===== src/rtl/pattern_bit_serializer.sv =====
// Parallel-to-serial front end for the pattern detector: a small word FIFO
// feeding a shift register that emits one bit per clock with no gaps between words.
module pattern_bit_serializer #(
    parameter int DATA_W    = 8,
    parameter int DEPTH     = 4,
    parameter int MSB_FIRST = 1
) (
    input  logic                       clk,
    input  logic                       rst,
    input  logic                       s_valid,
    input  logic [DATA_W-1:0]          s_data,
    output logic                       s_ready,
    output logic                       out_valid,
    output logic                       out_bit,
    output logic                       busy,
    output logic [$clog2(DEPTH):0]     fifo_count
);

    localparam int AW = $clog2(DEPTH);
    localparam int BW = $clog2(DATA_W);

    localparam logic [0:0] IDLE  = 1'b0;
    localparam logic [0:0] SHIFT = 1'b1;

    logic [DATA_W-1:0] mem [DEPTH];
    logic [AW-1:0]     wr_ptr;
    logic [AW-1:0]     rd_ptr;
    logic [AW:0]       count;
    logic [0:0]        state;
    logic [DATA_W-1:0] sh;
    logic [BW-1:0]     bc;

    logic push;
    logic pop;
    logic last_bit;

    // Ready looks only at the registered count, so a full FIFO refuses a
    // word even when the serializer is popping in the same cycle.
    assign s_ready  = (count != (AW+1)'(DEPTH));
    assign push     = s_valid && s_ready;
    assign last_bit = (state == SHIFT) && (bc == '0);
    assign pop      = (count != '0) && ((state == IDLE) || last_bit);

    always_ff @(posedge clk) begin
        if (push) begin
            mem[wr_ptr] <= s_data;
        end
    end

    always_ff @(posedge clk or negedge rst) begin
        if (!rst) begin
            wr_ptr <= '0;
            rd_ptr <= '0;
            count  <= '0;
        end else begin
            if (push) begin
                wr_ptr <= wr_ptr + 1'b1;
            end
            if (pop) begin
                rd_ptr <= rd_ptr + 1'b1;
            end
            if (push && !pop) begin
                count <= count + 1'b1;
            end else if (pop && !push) begin
                count <= count - 1'b1;
            end
        end
    end

    // Reloading on the last bit keeps the stream gapless; the register is
    // cleared on the way back to IDLE so out_bit rests at 0.
    always_ff @(posedge clk or negedge rst) begin
        if (!rst) begin
            state <= IDLE;
            sh    <= '0;
            bc    <= '0;
        end else if (pop) begin
            state <= SHIFT;
            sh    <= mem[rd_ptr];
            bc    <= BW'(DATA_W - 1);
        end else if (state == SHIFT) begin
            if (bc == '0) begin
                state <= IDLE;
                sh    <= '0;
            end else begin
                sh <= (MSB_FIRST != 0) ? {sh[DATA_W-2:0], 1'b0}
                                       : {1'b0, sh[DATA_W-1:1]};
                bc <= bc - 1'b1;
            end
        end
    end

    assign out_valid  = (state == SHIFT);
    assign busy       = (state == SHIFT);
    assign out_bit    = (MSB_FIRST != 0) ? sh[DATA_W-1] : sh[0];
    assign fifo_count = count;

endmodule


===== config.mk =====
export PLATFORM = sky130hd
export DESIGN_NAME = pattern_bit_serializer
export DESIGN_NICKNAME = d
export VERILOG_FILES = /design/src/rtl/pattern_bit_serializer.sv
export SDC_FILE = /design/constraint.sdc
export NUM_CORES = 1
export LEC_CHECK = 0
export CAP_MARGIN = 5
export CORE_ASPECT_RATIO = 1.25
export CORE_UTILIZATION = 51
export CTS_CLUSTER_DIAMETER = 80
export CTS_CLUSTER_SIZE = 25
export DETAILED_ROUTE_END_ITERATION = 8
export HOLD_SLACK_MARGIN = 0.05
export PLACE_DENSITY_LB_ADDON = 0.08
export SYNTH_ARGS = -nofsm -noshare
export SYNTH_HDL_FRONTEND = slang
export SYNTH_SLANG_ARGS = --single-unit

===== constraint.sdc =====
create_clock -name clk -period 2.2 [get_ports clk]
set_input_delay 0.44 -clock clk [delete_from_list [all_inputs] [get_ports clk]]
set_output_delay 0.44 -clock clk [all_outputs]
set_load 0.02 [all_outputs]

==> flow_metrics.env <==
export IMPL_synth_flop_cell="edfxtp_1"
export IMPL_cp_data_required_time_ns=2.40
export IMPL_yosys_warnings=0
export IMPL_yosysTopAreaCell="edfxtp_1"
export IMPL_final_common_cell="edfxtp_1"
export IMPL_synth_top_family_by_area="multiplexers"
export IMPL_routed_wl_mm=3.61
export IMPL_r2r_start="bc[0]$_DFFE_PN0P_"
export IMPL_cp_max_fo=3
export IMPL_arrival_ns=2.29
export IMPL_place_congestion=0.673
export IMPL_wl_met1_mm=1.53
export IMPL_syn2layout_area_growth_pct=17.5
export IMPL_dp_hpwl_mm=2.47
export IMPL_wl_met3_um=165
export IMPL_synth_xor_xnor_area_share=0.0240
export IMPL_h_tree_depth=2
export IMPL_synth_compound_area_frac=0.0618
export IMPL_cp_end_kind="flip-flop"
export IMPL_fmax_mhz=479
export IMPL_async_flop_share=0.373
export IMPL_cts_buffers_inserted=5
export IMPL_viasPerCell=5.41
export IMPL_grt_pass1_wl_mm=5.70
export IMPL_antenna_cells=0
export IMPL_drt_iter0_drc=56
export IMPL_synth_nets=154
export IMPL_finalCritPeriodShare=0.948
export IMPL_status="finished, final reports clean"
export IMPL_post_dp_cell_area_mm2=0.00246
export IMPL_wl_met2_mm=1.83
export IMPL_setup_viol=0
export IMPL_drt_drc_violations_left=0
export IMPL_power_density_mw_per_mm2=1280
export IMPL_rsz0062_at_grt="false"
export IMPL_crit_type="reg2reg"
export IMPL_cts_root_buf="clkbuf_8"
export IMPL_cts_tree="yes"
export IMPL_vias=1184
export IMPL_num_rows=26
export IMPL_drv_cap=0
export IMPL_ys_seq_area_frac=0.657
export IMPL_grt_max_degree=22
export IMPL_path_clk_slew_ns=0.09
export IMPL_first_pass_iters=4
export IMPL_postCtsHoldBufs=0
export IMPL_grt_usage=0.183
export IMPL_cts_sinks=51
export IMPL_cp_start_kind="flip-flop"
export IMPL_final_core_util=0.627
export IMPL_rrSetupSlack_ns=0.11
export IMPL_start_util=0.534
export IMPL_synth_distinct_cells=28
export IMPL_avgRoutedWirePerCell_um=16.5
export IMPL_nFillCells=325
export IMPL_dr_max_layer_used="met4"
export IMPL_seq_area_mm2=0.00144
export IMPL_synth_area_mux_share=0.125
export IMPL_antenna_found_initial=0
export IMPL_fp_dieArea_mm2=0.00456
export IMPL_insertion_delay_ns=0.30
export IMPL_multiInputGateArea_um2=691
export IMPL_synth_area_mm2=0.00219
export IMPL_synth_area_leaders="edfxtp_1 (44%), dfrtp_1 (22%), mux4_2 (8.2%)"
export IMPL_cts_buffer_depth=2
export IMPL_r2r_end="fifo_count[2]$_DFFE_PN0P_"
export IMPL_report_final_slew_viol_count=0
export IMPL_ys_ff_latch=51
export IMPL_port_buffers=17
export IMPL_die_w_um=60.6
export IMPL_r2r_cells=11
export IMPL_clock_skew_ns=0.00747
export IMPL_relSlewSlack=0.692
export IMPL_syn_inst=135
export IMPL_grt_pass1_vias=1175
export IMPL_core_area_mm2=0.00410
export IMPL_final_hold_violation_count=0
export IMPL_synthAdderAreaFrac=0.0492
export IMPL_final_antenna_net_count=0
export IMPL_final_area_mm2=0.00257
export IMPL_hold_path_class="in2async"
export IMPL_p_leak_nw=0.995
export IMPL_worstMarginPinSlew_ns=0.462
export IMPL_syn_area_per_cell_um2=16.2
export IMPL_nets=181
export IMPL_dieHeight_um=75.2
export IMPL_ios=18
export IMPL_most_common_layout_cells="edfxtp_1 (32), dfrtp_1 (17), clkdlybuf4s50_1 (17)"
export IMPL_layout_min_cycle_time_ns=2.09
export IMPL_synth_edf_count=32
export IMPL_ir_drop_mv=0.548
export IMPL_synth_simple_area_share=0.0412
export IMPL_grt_overflow=0
export IMPL_synth_top_area_frac=0.439
export IMPL_layout_drive_gt1_share=0.221
==> critical path, cell delays in order (launching register included) <==
cell,delay [ns]
dfrtp_1,0.37
inv_1,0.05
ha_1,0.19
ha_2,0.17
nand2b_4,0.15
nand2_4,0.07
ha_4,0.13
inv_1,0.05
fa_2,0.33
xor2_1,0.15
nor2_1,0.11
xor2_1,0.22
==> power breakdown <==
| group | internal [mW] | switching [mW] | total, mW | leakage [nW] |
|---|---|---|---|---|
| sequential | 1.31 | 0.176 | 1.48 | 0.522 |
| clock | 0.225 | 0.290 | 0.516 | 0.0385 |
| combinational | 0.642 | 0.637 | 1.28 | 0.435 |
==> synthesized netlist by cell type (3+ instances only) <==
| library cell | instances |
|---|---|
| nor3_1 | 3 |
| buf_6 | 3 |
| mux4_2 | 8 |
| mux2i_1 | 7 |
| nand2_1 | 3 |
| and2_1 | 4 |
| edfxtp_1 | 32 |
| dfrtp_1 | 19 |
| o21ai_1 | 7 |
| a32oi_1 | 7 |
| xnor2_1 | 4 |
| ha_1 | 7 |
| inv_1 | 7 |
| a21oi_1 | 3 |
==> metrics by stage <==
step / power, mW / setup slack (ns) / hold WS [ns] / cells / TNS, ns
6_report: 3.28 / 0.114 / 0.458 / 219 / 0
3_3_place_gp: 2.68 / 0.0681 / 0.457 / 209 / 0
4_1_cts: 3.28 / 0.0355 / 0.467 / 217 / 0
5_1_grt: 3.48 / 0.00407 / 0.478 / 219 / 0
2_1_floorplan: 2.39 / 0.0123 / 0.144 / 135 / 0
3_5_place_dp: 2.76 / -0.0548 / 0.496 / 209 / -0.0548
==> sequential cells by signal, summed over array words and instances (netlist names) <==
name,count
sh,8
fifo_count,3
mem,32
busy,1
wr_ptr,2
bc,3
rd_ptr,2
==> final cells by class <==
type,instances,area share
clock buffers,7,0.0297
clock inverters,1,0.00292
inverters,7,0.0102
multi-input cells,68,0.269
flip-flops and latches,51,0.560
well taps,56,0.0273
repair buffers,29,0.101
==> kinds of logic (layout without fill, tap and decap cells) <==
family	count (synthesis)	count (layout)
compound gates	20	20
xor+xnor	6	6
fa+ha+maj	8	8
buf+inv	16	44
flops	51	51
mux	17	17
simple gates	17	17
==> what timing repair did <==
item | CTS | global route
setup buffers | 0 | 2
gates resized for setup | 1 | 1
endpoints found under the setup margin | 1 | 1
pin swaps | 1 | 3
==> per-layer routing <==
layer,vias up,GRT usage
li1,556,-
met1,594,0.233
met2,26,0.294
met3,8,0.0481
met4,0,0.0833
met5,-,0
==> worst max path at each step <==
| stage | start | endpoint | slack [ns] | cells past startpoint |
|---|---|---|---|---|
| 3_3_place_gp | s_valid | fifo_count[2]$_DFFE_PN0P_ | 0.07 | 8 |
| 5_1_grt | bc[0]$_DFFE_PN0P_ | fifo_count[2]$_DFFE_PN0P_ | 0.004 | 11 |
| 3_5_place_dp | s_valid | fifo_count[2]$_DFFE_PN0P_ | -0.05 | 8 |
| 2_1_floorplan | fifo_count[0]$_DFFE_PN0P_ | fifo_count[2]$_DFFE_PN0P_ | 0.01 | 10 |
| 6_report | bc[0]$_DFFE_PN0P_ | fifo_count[2]$_DFFE_PN0P_ | 0.11 | 11 |
| 4_1_cts | bc[0]$_DFFE_PN0P_ | fifo_count[2]$_DFFE_PN0P_ | 0.04 | 11 |
Note: power is estimated with default switching activity, not from simulation.
